<file path="config.mk">
export PLATFORM = sky130hd
export DESIGN_NAME = hazard_scoreboard_flat
export DESIGN_NICKNAME = d
export VERILOG_FILES = /design/src/rtl/hazard_scoreboard_if.sv /design/src/rtl/hazard_scoreboard.sv /design/src/flat_wrapper.sv
export SDC_FILE = /design/constraint.sdc
export NUM_CORES = 1
export LEC_CHECK = 0
export BUFFER_PORTS_ARGS = -buffer_cell sky130_fd_sc_hd__buf_4
export CAP_MARGIN = 20
export CORE_ASPECT_RATIO = 1.5
export CORE_MARGIN = 1.5
export CORE_UTILIZATION = 56
export CTS_BUF_LIST = sky130_fd_sc_hd__clkbuf_16
export CTS_CLUSTER_SIZE = 40
export DETAILED_ROUTE_END_ITERATION = 8
export PLACE_DENSITY = 0.82
export REMOVE_ABC_BUFFERS = 1
export SETUP_SLACK_MARGIN = 0.3
export SYNTH_ARGS = -nofsm -noshare
export SYNTH_HDL_FRONTEND = slang
export SYNTH_SLANG_ARGS = --single-unit
</file>
<file path="constraint.sdc">
create_clock -name i_clock -period 6.75 [get_ports i_clock]
set_clock_uncertainty 0.15 [all_clocks]
set_input_delay 0 -clock i_clock [delete_from_list [all_inputs] [get_ports i_clock]]
set_output_delay 0 -clock i_clock [all_outputs]
set_load 0.01 [all_outputs]
</file>
<file path="src/rtl/hazard_scoreboard_if.sv">
// rtl/hazard_scoreboard_if.sv - decode-side issue/source bus of the hazard scoreboard
interface hazard_scoreboard_if #(
    parameter int NB_REG_ADDR  = 5,
    parameter int NB_SEL       = 2,
    parameter int NB_LAT       = 2,
    parameter int NB_STALL_CNT = 32
);
    logic                    valid;
    logic [NB_REG_ADDR-1:0]  rs;
    logic [NB_REG_ADDR-1:0]  rt;
    logic                    use_rs;
    logic                    use_rt;
    logic                    issue;
    logic                    issue_we;
    logic [NB_REG_ADDR-1:0]  issue_rd;
    logic [NB_LAT-1:0]       issue_lat;
    logic                    flush;
    logic                    stall;
    logic [NB_SEL-1:0]       fwd_a;
    logic [NB_SEL-1:0]       fwd_b;
    logic [NB_STALL_CNT-1:0] stall_count;

    modport master (
        output valid, rs, rt, use_rs, use_rt, issue, issue_we, issue_rd, issue_lat, flush,
        input  stall, fwd_a, fwd_b, stall_count
    );

    modport slave (
        input  valid, rs, rt, use_rs, use_rt, issue, issue_we, issue_rd, issue_lat, flush,
        output stall, fwd_a, fwd_b, stall_count
    );
endinterface

</file>
<file path="src/rtl/hazard_scoreboard.sv">
// rtl/hazard_scoreboard.sv - in-flight writer tracker driving forward selects, decode stall and stall count
module hazard_scoreboard #(
    parameter int NB_REG_ADDR  = 5,
    parameter int N_FWD_STAGES = 3,
    parameter int NB_SEL       = 2,
    parameter int NB_LAT       = 2,
    parameter int NB_STALL_CNT = 32
) (
    input  logic               i_clock,
    input  logic               i_reset,
    hazard_scoreboard_if.slave bus
);
    logic                   slot_valid [N_FWD_STAGES];
    logic [NB_REG_ADDR-1:0] slot_rd    [N_FWD_STAGES];
    logic [NB_LAT-1:0]      slot_rem   [N_FWD_STAGES];

    logic                    pend_a;
    logic                    pend_b;
    logic [NB_SEL-1:0]       sel_a;
    logic [NB_SEL-1:0]       sel_b;
    logic                    stall;
    logic                    insert;
    logic [NB_LAT-1:0]       lat_eff;
    logic [NB_STALL_CNT-1:0] stall_count;

    // Walk oldest to youngest so the youngest matching writer has the final say.
    always_comb begin
        pend_a = 1'b0;
        sel_a  = '0;
        pend_b = 1'b0;
        sel_b  = '0;
        for (int k = N_FWD_STAGES - 1; k >= 0; k--) begin
            if (slot_valid[k] && slot_rd[k] == bus.rs) begin
                pend_a = (slot_rem[k] != '0);
                sel_a  = (slot_rem[k] == '0) ? NB_SEL'(k + 1) : '0;
            end
            if (slot_valid[k] && slot_rd[k] == bus.rt) begin
                pend_b = (slot_rem[k] != '0);
                sel_b  = (slot_rem[k] == '0) ? NB_SEL'(k + 1) : '0;
            end
        end
        if (!bus.use_rs || bus.rs == '0) begin
            pend_a = 1'b0;
            sel_a  = '0;
        end
        if (!bus.use_rt || bus.rt == '0) begin
            pend_b = 1'b0;
            sel_b  = '0;
        end
    end

    always_comb begin
        lat_eff = bus.issue_lat;
        if (bus.issue_lat == '0) begin
            lat_eff = NB_LAT'(1);
        end else if (int'(bus.issue_lat) > N_FWD_STAGES) begin
            lat_eff = NB_LAT'(N_FWD_STAGES);
        end
    end

    assign stall  = (pend_a || pend_b) && !bus.flush;
    assign insert = bus.issue && bus.issue_we && !stall && !bus.flush && (bus.issue_rd != '0);

    assign bus.stall       = stall;
    assign bus.fwd_a       = sel_a;
    assign bus.fwd_b       = sel_b;
    assign bus.stall_count = stall_count;

    always_ff @(posedge i_clock or negedge i_reset) begin
        if (!i_reset) begin
            for (int k = 0; k < N_FWD_STAGES; k++) begin
                slot_valid[k] <= 1'b0;
                slot_rd[k]    <= '0;
                slot_rem[k]   <= '0;
            end
            stall_count <= '0;
        end else if (bus.valid) begin
            // The last slot simply falls off: the regfile is write-first.
            for (int k = N_FWD_STAGES - 1; k >= 1; k--) begin
                slot_valid[k] <= slot_valid[k-1];
                slot_rd[k]    <= slot_rd[k-1];
                slot_rem[k]   <= (slot_rem[k-1] == '0) ? '0 : slot_rem[k-1] - NB_LAT'(1);
            end
            slot_valid[0] <= insert;
            slot_rd[0]    <= insert ? bus.issue_rd : '0;
            slot_rem[0]   <= insert ? lat_eff - NB_LAT'(1) : '0;
            if (stall && stall_count != '1) begin
                stall_count <= stall_count + NB_STALL_CNT'(1);
            end
        end
    end
endmodule

</file>
<file path="src/flat_wrapper.sv">
// flat-port wrapper written by rule: the top's interface ports become plain ports
module hazard_scoreboard_flat 
#(
    parameter int NB_REG_ADDR  = 5,
    parameter int N_FWD_STAGES = 3,
    parameter int NB_SEL       = 2,
    parameter int NB_LAT       = 2,
    parameter int NB_STALL_CNT = 32
)
  (i_clock, i_reset, bus_valid, bus_rs, bus_rt, bus_use_rs, bus_use_rt, bus_issue, bus_issue_we, bus_issue_rd, bus_issue_lat, bus_flush, bus_stall, bus_fwd_a, bus_fwd_b, bus_stall_count);
  hazard_scoreboard_if #(.NB_REG_ADDR(NB_REG_ADDR), .NB_SEL(NB_SEL), .NB_LAT(NB_LAT), .NB_STALL_CNT(NB_STALL_CNT)) bus_i ();
  input  logic i_clock;
  input  logic i_reset;
  input wire logic [$bits(bus_i.valid)-1:0] bus_valid;
  input wire logic [$bits(bus_i.rs)-1:0] bus_rs;
  input wire logic [$bits(bus_i.rt)-1:0] bus_rt;
  input wire logic [$bits(bus_i.use_rs)-1:0] bus_use_rs;
  input wire logic [$bits(bus_i.use_rt)-1:0] bus_use_rt;
  input wire logic [$bits(bus_i.issue)-1:0] bus_issue;
  input wire logic [$bits(bus_i.issue_we)-1:0] bus_issue_we;
  input wire logic [$bits(bus_i.issue_rd)-1:0] bus_issue_rd;
  input wire logic [$bits(bus_i.issue_lat)-1:0] bus_issue_lat;
  input wire logic [$bits(bus_i.flush)-1:0] bus_flush;
  output wire logic [$bits(bus_i.stall)-1:0] bus_stall;
  output wire logic [$bits(bus_i.fwd_a)-1:0] bus_fwd_a;
  output wire logic [$bits(bus_i.fwd_b)-1:0] bus_fwd_b;
  output wire logic [$bits(bus_i.stall_count)-1:0] bus_stall_count;
  assign bus_i.valid = bus_valid;
  assign bus_i.rs = bus_rs;
  assign bus_i.rt = bus_rt;
  assign bus_i.use_rs = bus_use_rs;
  assign bus_i.use_rt = bus_use_rt;
  assign bus_i.issue = bus_issue;
  assign bus_i.issue_we = bus_issue_we;
  assign bus_i.issue_rd = bus_issue_rd;
  assign bus_i.issue_lat = bus_issue_lat;
  assign bus_i.flush = bus_flush;
  assign bus_stall = bus_i.stall;
  assign bus_fwd_a = bus_i.fwd_a;
  assign bus_fwd_b = bus_i.fwd_b;
  assign bus_stall_count = bus_i.stall_count;
  hazard_scoreboard #(.NB_REG_ADDR(NB_REG_ADDR), .N_FWD_STAGES(N_FWD_STAGES), .NB_SEL(NB_SEL), .NB_LAT(NB_LAT), .NB_STALL_CNT(NB_STALL_CNT)) u_core (.i_clock(i_clock), .i_reset(i_reset), .bus(bus_i));
endmodule
</file>
==> flow_summary.toml <==
[outcome]
status = "finished clean"

[setup_path]
cp-end-kind = "register"
critical_path_class = "reg -> reg"
critPathCapture = "u_core.slot_rem[4]"
crit_path_start_kind = "register"
crit_path_max_fo = 6
cp_top_family = "simple AND/OR/NAND/NOR gates"
crit_path_top_delay_cell = "dlygate4sd3_1"
critical-path-max-stage-delay_ns = 0.59
worstPathBufferInverterCount = 1
startpoint = "u_core.slot_rd[10]"
worst-r2r-cell-count = 9
cp_data_arrival_time_ns = 3.26
critical_path_cell_count = 9
worst_r2r_endpoint = "u_core.slot_rem[4]"
timing.rr.start = "u_core.slot_rd[10]"
cp_data_required_time_ns = 6.82
timing.critical_path.cells = "xor2_1, nor3_1, and3_1, a21oi_1, a32oi_2, and4_1, o21ai_1, o32ai_1, dlygate4sd3_1"
setup.reg_to_reg.worst_slack_ns = 3.56

[placed_design]
placed_area_sq_um = 3530
io_buffer_count = 61
hpwl_dp_um = 4650
gp_congestion = 1.00
pre_cts_slack_ns = 4.06

[sta]
fin_crit_sh_pct = 47.3
rsz0062_at_grt = "false"
worst_slew_margin_rel_pct = 54.6
finalMaxSlewViolations = 0
max_freq_mhz = 313
pin_slew_with_the_least_headroom_to_its_limit_ns = 0.682
setup-tns-final_ns = 0
timing_hold_violations_final = 0
finalCriticalPeriod_ns = 3.19
setup_viol_count_final = 0
layout_setup_ws_ns = 3.56

[power]
peakVddDrop_v = 0.000154
total_power_mw = 0.661
cellPowerDensity_nw_per_um2 = 173
power_leakage_nw = 1.78

[drt]
vias = 2338
drt_wirelength_um = 6420
post_drt_via_cell_ratio = 5.41
initialDrtViolationCount = 96
final_routed_wire_length_divided_by_cell_count_um = 14.9
detailedRoute.firstPassIterationCount = 4
remaining_number_of_nets_flagged_by_the_antenna_check_after_routing = 0
detail_route.drc_violations = 0

[clocking]
cts-htree-levels = 2
clock_tree.buffer_depth = 2
cts.clk_slew.worst_paths_ns = 0.07
cts_tree = "yes"
clock_latency_ns = 0.29
numCtsBuffers = 5
buffer_type_at_the_clock_tree_root = "clkbuf_16"
clock_sinks = 56
post_cts_buffers = 0

[synth]
dominantRegCellSynth = "dfrtp_1"
synth_largest_type_area_fraction_pct = 45.7
synth-async-reset-ratio_pct = 100
syn_avg_cell_area_sq_um = 10.5
seq_area_frac_synth_pct = 45.7
biggest_area_consumer_among_synthesized_cells = "dfrtp_1"
yosysWarningCount = 0
netlist_instances = 291
synthDistinctLibCells = 44
syn-cell-area_sq_um = 3070
yosys_register_bits = 56
synth-edff-count = 0
synth_top_cells_by_area = "dfrtp_1 46%, xnor2_1 12%, xor2_1 5.1%, mux2_2 4.0%, nand3_2 3.3%"

[finish]
area_delta_synth_final_pct = 24.7
post_route_cells_drive_above_1_share_pct = 27.5
final_design_area_no_fill_sq_um = 3820
fin_nets = 389
insertedDiodeCount = 0

[grt]
via_count_of_the_first_global_routing_pass = 2364
gr-total-overflow = 0
first_pass_grt_wire_length_um = 10800
grt_max_degree = 57
initial_antenna_violation_count = 0
grt_usage_pct = 22.8

[floorplanning]
rows = 32
design.core.area_sq_um = 5200
floorplan.initialDensity_pct = 58.9
die-area_sq_um = 5940
chipHeight_um = 93.6
io_pins = 62
fp.dieW_um = 63.4

[job]
drv_cap = 0

[worst_hold_path]
holdCritPathClass = "in -> out"
cell usage after synthesis (2+ instances only):
| cell type | instances |
|---|---|
| dfrtp_1 | 56 |
| xnor2_1 | 43 |
| nand2_1 | 18 |
| xor2_1 | 18 |
| inv_1 | 14 |
| nand3_1 | 12 |
| nand4_1 | 12 |
| o21ai_0 | 12 |
| and3_1 | 11 |
| mux2_2 | 11 |
| nor2_1 | 11 |
| nand3_2 | 10 |
| and4_1 | 6 |
| nor3_1 | 6 |
| buf_6 | 4 |
| clkbuf_1 | 4 |
| a21oi_1 | 3 |
| nor2b_1 | 3 |
| nor3b_1 | 3 |
| or3_1 | 3 |
| or4_1 | 3 |
| buf_1 | 2 |
| buf_4 | 2 |
| nand4_2 | 2 |
| o21ai_2 | 2 |
| o311ai_1 | 2 |
tightest hold or removal path: stages:
cell    delay [ns]
buf_4         0.08
nor2_1        0.04
buf_4         0.13
repair_timing:
action	4_1_cts	5_1_grt
endpoints found under the hold margin	67	0
hold buffers	15	0
gates resized for setup	0	0
final cells by class:
type | instances | area [sq um]
multi-input combinational | 208 | 1530
sequential | 56 | 1400
fill | 403 | 1380
timing repair buffer | 77 | 616
clock buffer | 5 | 125
tap | 68 | 85.1
inverter | 15 | 56.3
clock inverter | 3 | 13.8
cell families after synthesis:
logic type,Yosys count,synth area share (%)
buffers and inverters,27,4.53
AO/OA/AOI/OAI,27,5.96
adder cells (fa/ha/maj),1,0.408
XOR/XNOR,61,17.4
multiplexers,13,4.73
flip-flops,56,45.7
AND/OR/NAND/NOR,106,21.3
worst min path at each step:
stage                           endpoint  slack (ns)  startpoint  cells after the start
6_report                       bus_stall        0.11   bus_flush                      3
5_1_grt                        bus_stall        0.12   bus_flush                      3
4_1_cts                        bus_stall        0.11   bus_flush                      3
3_5_place_dp           u_core.slot_rd[1]       -0.06     i_reset                      1
3_3_place_gp           u_core.slot_rd[1]       -0.06     i_reset                      1
2_1_floorplan  u_core.bus.stall_count[0]       -0.45     i_reset                      0
per-layer routing:
| layer | GRT usage, % | vias to the layer above | wire length, um |
|---|---|---|---|
| met3 | 4.69 | 10 | 350 |
| met5 | 0 | - | 0 |
| met4 | 7.43 | 0 | 125 |
| met2 | 40.5 | 63 | 3340 |
| li1 | - | 1142 | - |
| met1 | 27.3 | 1123 | 2600 |
sequential cells by signal, indices dropped and copies added (netlist names):
name                    count
u_core.slot_rem             6
u_core.slot_valid           3
u_core.slot_rd             15
u_core.bus.stall_count     32
placed cells by master (no fill, tap or decap), types with 6 or more instances in the layout:
master and count:
and4_1 6, and3_1 11, o21ai_0 12, nand4_1 12, xnor2_1 43, nand3_2 10, nor3_1 6, mux2_2 11
xor2_1 18, buf_4 62, dfrtp_1 56, dlygate4sd3_1 15, nor2_1 11, nand3_1 12, inv_1 14, nand2_1 18
where the power goes:
| part | switching (mW) | internal, mW |
|---|---|---|
| registers | 0.00828 | 0.342 |
| logic | 0.0332 | 0.0327 |
| clock network | 0.109 | 0.135 |
| total | 0.151 | 0.510 |
through the flow:
stage / util [%] / hold WS, ns / instances
3_5_place_dp: 67.9 / -0.0614 / 409
2_1_floorplan: - / -0.446 / 279
6_report: 73.5 / 0.106 / 432
5_1_grt: 73.5 / 0.123 / 432
3_3_place_gp: 67.9 / -0.0632 / 409
4_1_cts: 73.5 / 0.106 / 432
Power figures use the tool's default switching activity.
